[config.mk]
export PLATFORM = sky130hd
export DESIGN_NAME = rf_wb_arbiter_flat
export DESIGN_NICKNAME = d
export VERILOG_FILES = /design/src/rtl/rf_pkg.sv /design/src/rtl/rf_wb_arbiter_if.sv /design/src/rtl/rr_arbiter.sv /design/src/rtl/rf_wb_arbiter.sv /design/src/flat_wrapper.sv
export SDC_FILE = /design/constraint.sdc
export NUM_CORES = 1
export LEC_CHECK = 0
export ABC_AREA = 1
export CAP_MARGIN = 15
export CORE_ASPECT_RATIO = 1.1
export CORE_MARGIN = 1.5
export CORE_UTILIZATION = 32
export DETAILED_ROUTE_END_ITERATION = 8
export PLACE_DENSITY = 0.78
export SYNTH_ARGS = -nofsm -noshare
export SYNTH_HDL_FRONTEND = slang
export SYNTH_SLANG_ARGS = --single-unit
[constraint.sdc]
create_clock -name clk -period 1.5 [get_ports clk]
set_input_delay 0.225 -clock clk [delete_from_list [all_inputs] [get_ports clk]]
set_output_delay 0.225 -clock clk [all_outputs]
set_load 0.03 [all_outputs]
[src/rtl/rf_pkg.sv]
// rtl/rf_pkg.sv - shared register-file write-back types and widths
package rf_pkg;

  localparam int RF_DW    = 32;
  localparam int RF_AW    = 3;
  localparam int RF_NREGS = 8;

  typedef enum logic [1:0] {
    IDLE  = 2'd0,
    WRITE = 2'd1,
    DRAIN = 2'd2
  } wb_state_e;

  // "reg" is a keyword, so the destination index field is wreg
  typedef struct packed {
    logic [RF_AW-1:0] wreg;
    logic [RF_DW-1:0] data;
  } wb_req_t;

endpackage

[src/rtl/rf_wb_arbiter_if.sv]
// rtl/rf_wb_arbiter_if.sv - write-back request bus between requesters and the arbiter
interface rf_wb_arbiter_if #(
  parameter int NUM_REQ = 3,
  parameter int DW      = 32,
  parameter int AW      = 3
);

  logic [NUM_REQ-1:0]    req_valid;
  logic [NUM_REQ-1:0]    req_ready;
  logic [NUM_REQ*AW-1:0] req_reg;
  logic [NUM_REQ*DW-1:0] req_data;

  modport master (output req_valid, req_reg, req_data, input req_ready);
  modport slave  (input req_valid, req_reg, req_data, output req_ready);

endinterface

[src/rtl/rr_arbiter.sv]
// rtl/rr_arbiter.sv - combinational round-robin pick: first request at or above ptr, else lowest
module rr_arbiter #(
  parameter int N = 3
) (
  input  logic [N-1:0] req_i,
  input  logic [1:0]   ptr_i,
  output logic [N-1:0] gnt_o,
  output logic [1:0]   idx_o,
  output logic         any_o
);

  always_comb begin
    gnt_o = '0;
    idx_o = '0;
    any_o = 1'b0;
    // first pass covers [ptr, N-1], second pass wraps to [0, ptr-1]
    for (int i = 0; i < N; i++) begin
      if (!any_o && req_i[i] && (i >= int'(ptr_i))) begin
        gnt_o[i] = 1'b1;
        idx_o    = 2'(i);
        any_o    = 1'b1;
      end
    end
    for (int i = 0; i < N; i++) begin
      if (!any_o && req_i[i] && (i < int'(ptr_i))) begin
        gnt_o[i] = 1'b1;
        idx_o    = 2'(i);
        any_o    = 1'b1;
      end
    end
  end

endmodule

[src/rtl/rf_wb_arbiter.sv]
// rtl/rf_wb_arbiter.sv - round-robin write-back arbiter for the register file write port
// Optional RAW scoreboard enabled by RF_WB_SCOREBOARD_EN.
module rf_wb_arbiter
  import rf_pkg::*;
#(
  parameter int NUM_REQ = 3,
  parameter int DW      = RF_DW,
  parameter int AW      = RF_AW
) (
  input  logic               clk,
  input  logic               rst_n,
  input  logic               hold,
  rf_wb_arbiter_if.slave     req_bus,
  output logic               write_en,
  output logic [AW-1:0]      write_reg,
  output logic [DW-1:0]      write_data,
  output logic [1:0]         grant_id,
  input  logic               rsv_valid,
  input  logic [AW-1:0]      rsv_reg,
  output logic [(1<<AW)-1:0] busy
);

  localparam int NREG = 1 << AW;

  wb_state_e          state_q, state_d;
  logic [1:0]         rr_ptr_q, rr_ptr_d;
  logic               write_en_q;
  logic [AW-1:0]      write_reg_q;
  logic [DW-1:0]      write_data_q;
  logic [1:0]         grant_id_q;

  logic               grant_allow;
  logic [NUM_REQ-1:0] gnt;
  logic [1:0]         gnt_idx;
  logic               gnt_any;
  logic [AW-1:0]      sel_reg;
  logic [DW-1:0]      sel_data;

  // DRAIN covers the cycle after hold drops, so a grant needs hold low for two cycles
  assign grant_allow = !hold && (state_q != DRAIN);

  rr_arbiter #(.N(NUM_REQ)) u_rr (
    .req_i (req_bus.req_valid & {NUM_REQ{grant_allow}}),
    .ptr_i (rr_ptr_q),
    .gnt_o (gnt),
    .idx_o (gnt_idx),
    .any_o (gnt_any)
  );

  assign req_bus.req_ready = gnt;

  always_comb begin
    sel_reg  = '0;
    sel_data = '0;
    for (int i = 0; i < NUM_REQ; i++) begin
      if (gnt[i]) begin
        sel_reg  = req_bus.req_reg[i*AW +: AW];
        sel_data = req_bus.req_data[i*DW +: DW];
      end
    end
  end

  always_comb begin
    state_d  = state_q;
    rr_ptr_d = rr_ptr_q;
    if (gnt_any) begin
      rr_ptr_d = (gnt_idx == 2'(NUM_REQ - 1)) ? 2'd0 : gnt_idx + 2'd1;
    end
    if (hold) begin
      state_d = DRAIN;
    end else begin
      case (state_q)
        IDLE, WRITE: state_d = gnt_any ? WRITE : IDLE;
        DRAIN:       state_d = IDLE;
        default:     state_d = IDLE;
      endcase
    end
  end

  always_ff @(posedge clk or negedge rst_n) begin
    if (!rst_n) begin
      state_q      <= IDLE;
      rr_ptr_q     <= 2'd0;
      write_en_q   <= 1'b0;
      write_reg_q  <= '0;
      write_data_q <= '0;
      grant_id_q   <= 2'd0;
    end else begin
      state_q    <= state_d;
      rr_ptr_q   <= rr_ptr_d;
      write_en_q <= gnt_any;
      if (gnt_any) begin
        write_reg_q  <= sel_reg;
        write_data_q <= sel_data;
        grant_id_q   <= gnt_idx;
      end
    end
  end

  assign write_en   = write_en_q;
  assign write_reg  = write_reg_q;
  assign write_data = write_data_q;
  assign grant_id   = grant_id_q;

`ifdef RF_WB_SCOREBOARD_EN
  logic [NREG-1:0] busy_q, busy_d;

  // clear on commit first so a same-cycle reservation of that register wins
  always_comb begin
    busy_d = busy_q;
    if (write_en_q) busy_d[write_reg_q] = 1'b0;
    if (rsv_valid)  busy_d[rsv_reg]     = 1'b1;
  end

  always_ff @(posedge clk or negedge rst_n) begin
    if (!rst_n) busy_q <= '0;
    else        busy_q <= busy_d;
  end

  assign busy = busy_q;
`else
  logic unused_rsv;
  assign unused_rsv = ^{rsv_valid, rsv_reg};
  assign busy       = {NREG{1'b0}};
`endif

endmodule

[src/flat_wrapper.sv]
// flat-port wrapper written by rule: the top's interface ports become plain ports
module rf_wb_arbiter_flat import rf_pkg::*;
#(
  parameter int NUM_REQ = 3,
  parameter int DW      = RF_DW,
  parameter int AW      = RF_AW
)
  (clk, rst_n, hold, write_en, write_reg, write_data, grant_id, rsv_valid, rsv_reg, busy, req_bus_req_valid, req_bus_req_reg, req_bus_req_data, req_bus_req_ready);
  rf_wb_arbiter_if #(.NUM_REQ(NUM_REQ), .DW(DW), .AW(AW)) req_bus_i ();
  input  logic clk;
  input  logic rst_n;
  input  logic hold;
  output logic write_en;
  output logic [AW-1:0] write_reg;
  output logic [DW-1:0] write_data;
  output logic [1:0] grant_id;
  input  logic rsv_valid;
  input  logic [AW-1:0] rsv_reg;
  output logic [(1<<AW)-1:0] busy;
  input wire logic [$bits(req_bus_i.req_valid)-1:0] req_bus_req_valid;
  input wire logic [$bits(req_bus_i.req_reg)-1:0] req_bus_req_reg;
  input wire logic [$bits(req_bus_i.req_data)-1:0] req_bus_req_data;
  output wire logic [$bits(req_bus_i.req_ready)-1:0] req_bus_req_ready;
  assign req_bus_i.req_valid = req_bus_req_valid;
  assign req_bus_i.req_reg = req_bus_req_reg;
  assign req_bus_i.req_data = req_bus_req_data;
  assign req_bus_req_ready = req_bus_i.req_ready;
  rf_wb_arbiter #(.NUM_REQ(NUM_REQ), .DW(DW), .AW(AW)) u_core (.clk(clk), .rst_n(rst_n), .hold(hold), .req_bus(req_bus_i), .write_en(write_en), .write_reg(write_reg), .write_data(write_data), .grant_id(grant_id), .rsv_valid(rsv_valid), .rsv_reg(rsv_reg), .busy(busy));
endmodule
==> summary.txt <==
Yosys
  • Flops & latches, synth: 42
  • Top-area cell type share of the netlist area: around 46%
  • Seq/Total Area, Yosys: a little under half
  • Syn_area_per_cell: around 8.1 um^2
  • Synthesized instance count: roughly 280
  • Top cells by area, synth: dfrtp_1 (46%), nand2_1 (13%), nand3_1 (8.7%)
  • Post-synthesis cell type count: 21
  • Synthesis warning total: 0
  • Yosys top cell by area: dfrtp_1
  • Synthesized area: around 2300 um^2

Power
  • Combinational fraction of design power: a little over half
  • Sequential power share: between 30% and 40%
  • Static Leak: just over 2 nW
  • Clock power share: between 10% and 20%
  • Maximum VDD drop: between 0.0006 and 0.0007 V
  • Cell internal pwr: between 2 and 3 mW
  • Switching pwr: a little under 2 mW
  • Switch share: 40.61%
  • Power, Total: roughly 4.8 mW
  • Pwr Density: ~1100 nW/um^2

STA
  • Setup TNS Final: -6.482 ns
  • Max Clk Rate: 568.8 MHz
  • Final setup vio count: 42
  • Final Hold Fails: 0
  • Max transition margin: roughly 65%
  • Final Critical Period: roughly 1.8 ns
  • Slew Viols, Final: 0
  • Worst Skew: approximately 0.0025 ns
  • Fin crit share: 117.2%
  • RSZ-0062 raised after global routing: yes
  • Worst slew pin tran: 0.5179 ns
  • Setup ws final: -0.2581 ns

Global route
  • Met2 Use GR: a little over a third
  • Vias in the first global route: between 2000 and 3000
  • Initial antenna violation count: 0
  • Gr usage total: between 10% and 20%
  • GR peak layer: met2
  • Grt met1 use: 23.68%
  • GR Layer Usage met3: under 10%
  • First-pass GRT wire length: 12360 um
  • Grt ovf: 0
  • Largest net degree at the start of global routing: 38

Critical path
  • Levels on crit path: 7
  • FF-to-FF path depth: 11
  • Worst path top cell family by delay: buffers and inverters
  • Critical path class: register to output port
  • CP required: roughly 1.3 ns
  • Critical Path End: req_bus_req_ready[0]
  • CP startpoint: u_core.state_q[1]$_DFF_PN0_
  • Critical-path cell list: nand2_4 -> nand4_1 -> buf_4 -> nand4_4 -> buf_12 -> nand2_4 -> buf_6
  • Crit Reg-Reg Endpoint: u_core.state_q[0]$_DFF_PN0_
  • Max stage delay on crit path: roughly 0.41 ns
  • CP startpoint kind: register
  • Reg-to-reg slack, setup: -0.19 ns
  • Max Fanout on Critical Path: 4
  • Crit path top cell by count: nand2_4
  • CP endpoint kind: output port
  • Worst Path Arrival: about 1.5 ns
  • Worst path bufs/invs: 3
  • CP max-delay cell: dfrtp_1
  • Worst R2R Start: u_core.rr_ptr_q[0]$_DFFE_PN0P_

Detailed routing
  • Via/cell ratio: ~4.8
  • Routed via count: 2588
  • Remaining antenna violation count: 0
  • WL final: between 7000 and 8000 um
  • First DRT Iteration DRCs: ~130
  • Wire length per cell: roughly 14 um
  • # DRC: 0
  • First-pass detailed-route iteration total: 4

Clock tree
  • Clock buffer depth: 2
  • Root Driver: clkbuf_8
  • # H-tree levels: 2
  • Clk sinks: 42
  • TritonCTS Buffers: 5
  • Clk_lat worst skew: about 0.29 ns
  • CTS tree: done
  • Reg clk slew, reported paths: approximately 0.07 ns

Cells and area
  • Max reg flops: 32
  • Share of layout cells above drive strength 1: between 15 and 20%
  • Final nets: approximately 570
  • Number of cells in the finished layout apart from fillers: roughly 540
  • ANT cells: 0
  • Util after Layout: between 60% and 70%
  • P&R area growth vs syn: 91.23%

Floorplanning
  • Io pins: about 160
  • Die Width: roughly 84 um
  • Chip height: 91.86 um
  • Die area: around 7700 um^2
  • Starting Density: 32.97%
  • Row count: 32
  • Core area: around 7000 um^2

Placed design
  • HPWL Detailed: around 5400 um
  • GPL Wtd Cong: roughly 0.76
  • Placed Instances: 523
  • IO Port Bufs: about 150

Min path
  • Worst hold path type: primary input to register

Job
  • Max-Cap Viols: 0

Status
  • Failing checks: setup timing
  • Status: finished with violations
cells by family after synthesis:
family,count (synthesis),synth area share (%)
and+or+nand+nor,133,26.20
buffers and inverters,35,8.606
other,1,0.1632
DFF,42,45.75
AOI/OAI and AO/OA,71,19.28
how the worst min path moves through the flow:
stage	start	to	cells past startpoint
after global routing	hold	u_core.state_q[1]$_DFF_PN0_	1
after detailed placement	rst_n	u_core.write_data[26]$_DFFE_PN0P_	1
final	hold	u_core.state_q[1]$_DFF_PN0_	1
after global placement	rst_n	u_core.write_data[26]$_DFFE_PN0P_	1
after CTS	hold	u_core.state_q[1]$_DFF_PN0_	1
after floorplan	rst_n	u_core.grant_id[0]$_DFFE_PN0P_	0
per-layer routing:
| layer | vias up | wire (um) |
|---|---|---|
| met5 | - | 0 |
| met4 | 0 | 140 |
| met3 | 12 | 493 |
| met2 | 94 | 4062 |
| met1 | 1191 | 3081 |
| li1 | 1291 | - |
metrics by stage:
stage,area (um^2),hold slack (ns),setup slack [ns]
CTS,4214,0.4133,-0.2857
detailed placement,4019,0.2278,-0.3858
finish,4393,0.4218,-0.2581
floorplan,2326,-0.07059,0.02157
global placement,4019,0.2215,-0.3133
global route,4393,0.4033,-0.3378
cells in the mapped netlist:
| library cell | number |
|---|---|
| a21boi_1 | 12 |
| buf_6 | 1 |
| or2_1 | 1 |
| dfrtp_1 | 42 |
| conb_1 | 1 |
| a21boi_0 | 23 |
| nand2_2 | 3 |
| buf_4 | 13 |
| inv_2 | 3 |
| a21oi_1 | 35 |
| inv_1 | 7 |
| nand3_2 | 1 |
| nor2_2 | 2 |
| buf_2 | 8 |
| nand3_1 | 40 |
| clkbuf_1 | 3 |
| nor2_1 | 1 |
| nand4_1 | 2 |
| o21ai_0 | 1 |
| nand4_2 | 3 |
| nand2_1 | 80 |
power groups by stage:
| stage | sequential [mW] | combinational, mW | clock (mW) |
|---|---|---|---|
| detailed placement | 1.64 | 2.48 | 0 |
| CTS | 1.61 | 2.37 | 0.716 |
| global placement | 1.63 | 2.44 | 0 |
| finish | 1.62 | 2.51 | 0.681 |
| floorplan | 2.24 | 0.654 | 0 |
| global route | 1.66 | 2.68 | 0.766 |
placed cells by master, fill, tap and decap left out, drive strengths merged:
cell type        n
a21boi          35
a21oi           35
buf             36
bufbuf           1
clkbuf           9
clkdlybuf4s50  109
clkinv           1
conb             8
dfrtp           42
dlygate4sd2     38
dlygate4sd3      1
inv              9
nand2           83
nand3           41
nand4            5
nor2             3
o21ai            1
or2              1
cell type report:
| type | instances | area [um^2] |
|---|---|---|
| Inverter | 10 | 50.05 |
| Tap cell | 85 | 106.4 |
| Sequential cell | 42 | 1052 |
| Clock buffer | 7 | 76.32 |
| Fill cell | 636 | 2574 |
| Timing Repair Buffer | 187 | 1924 |
| Multi-Input combinational cell | 212 | 1184 |
timing repair:
item / 4_1_cts / 5_1_grt
cloned: 1 / 3
resized for setup: 50 / 31
setup endpoints to repair: 77 / 44
buffers inserted: 7 / 1
pin swaps: 7 / 7
hold buffers: 1 / 0
endpoints found under the hold margin: 20 / 0
Note: power is estimated with default switching activity, not from simulation.
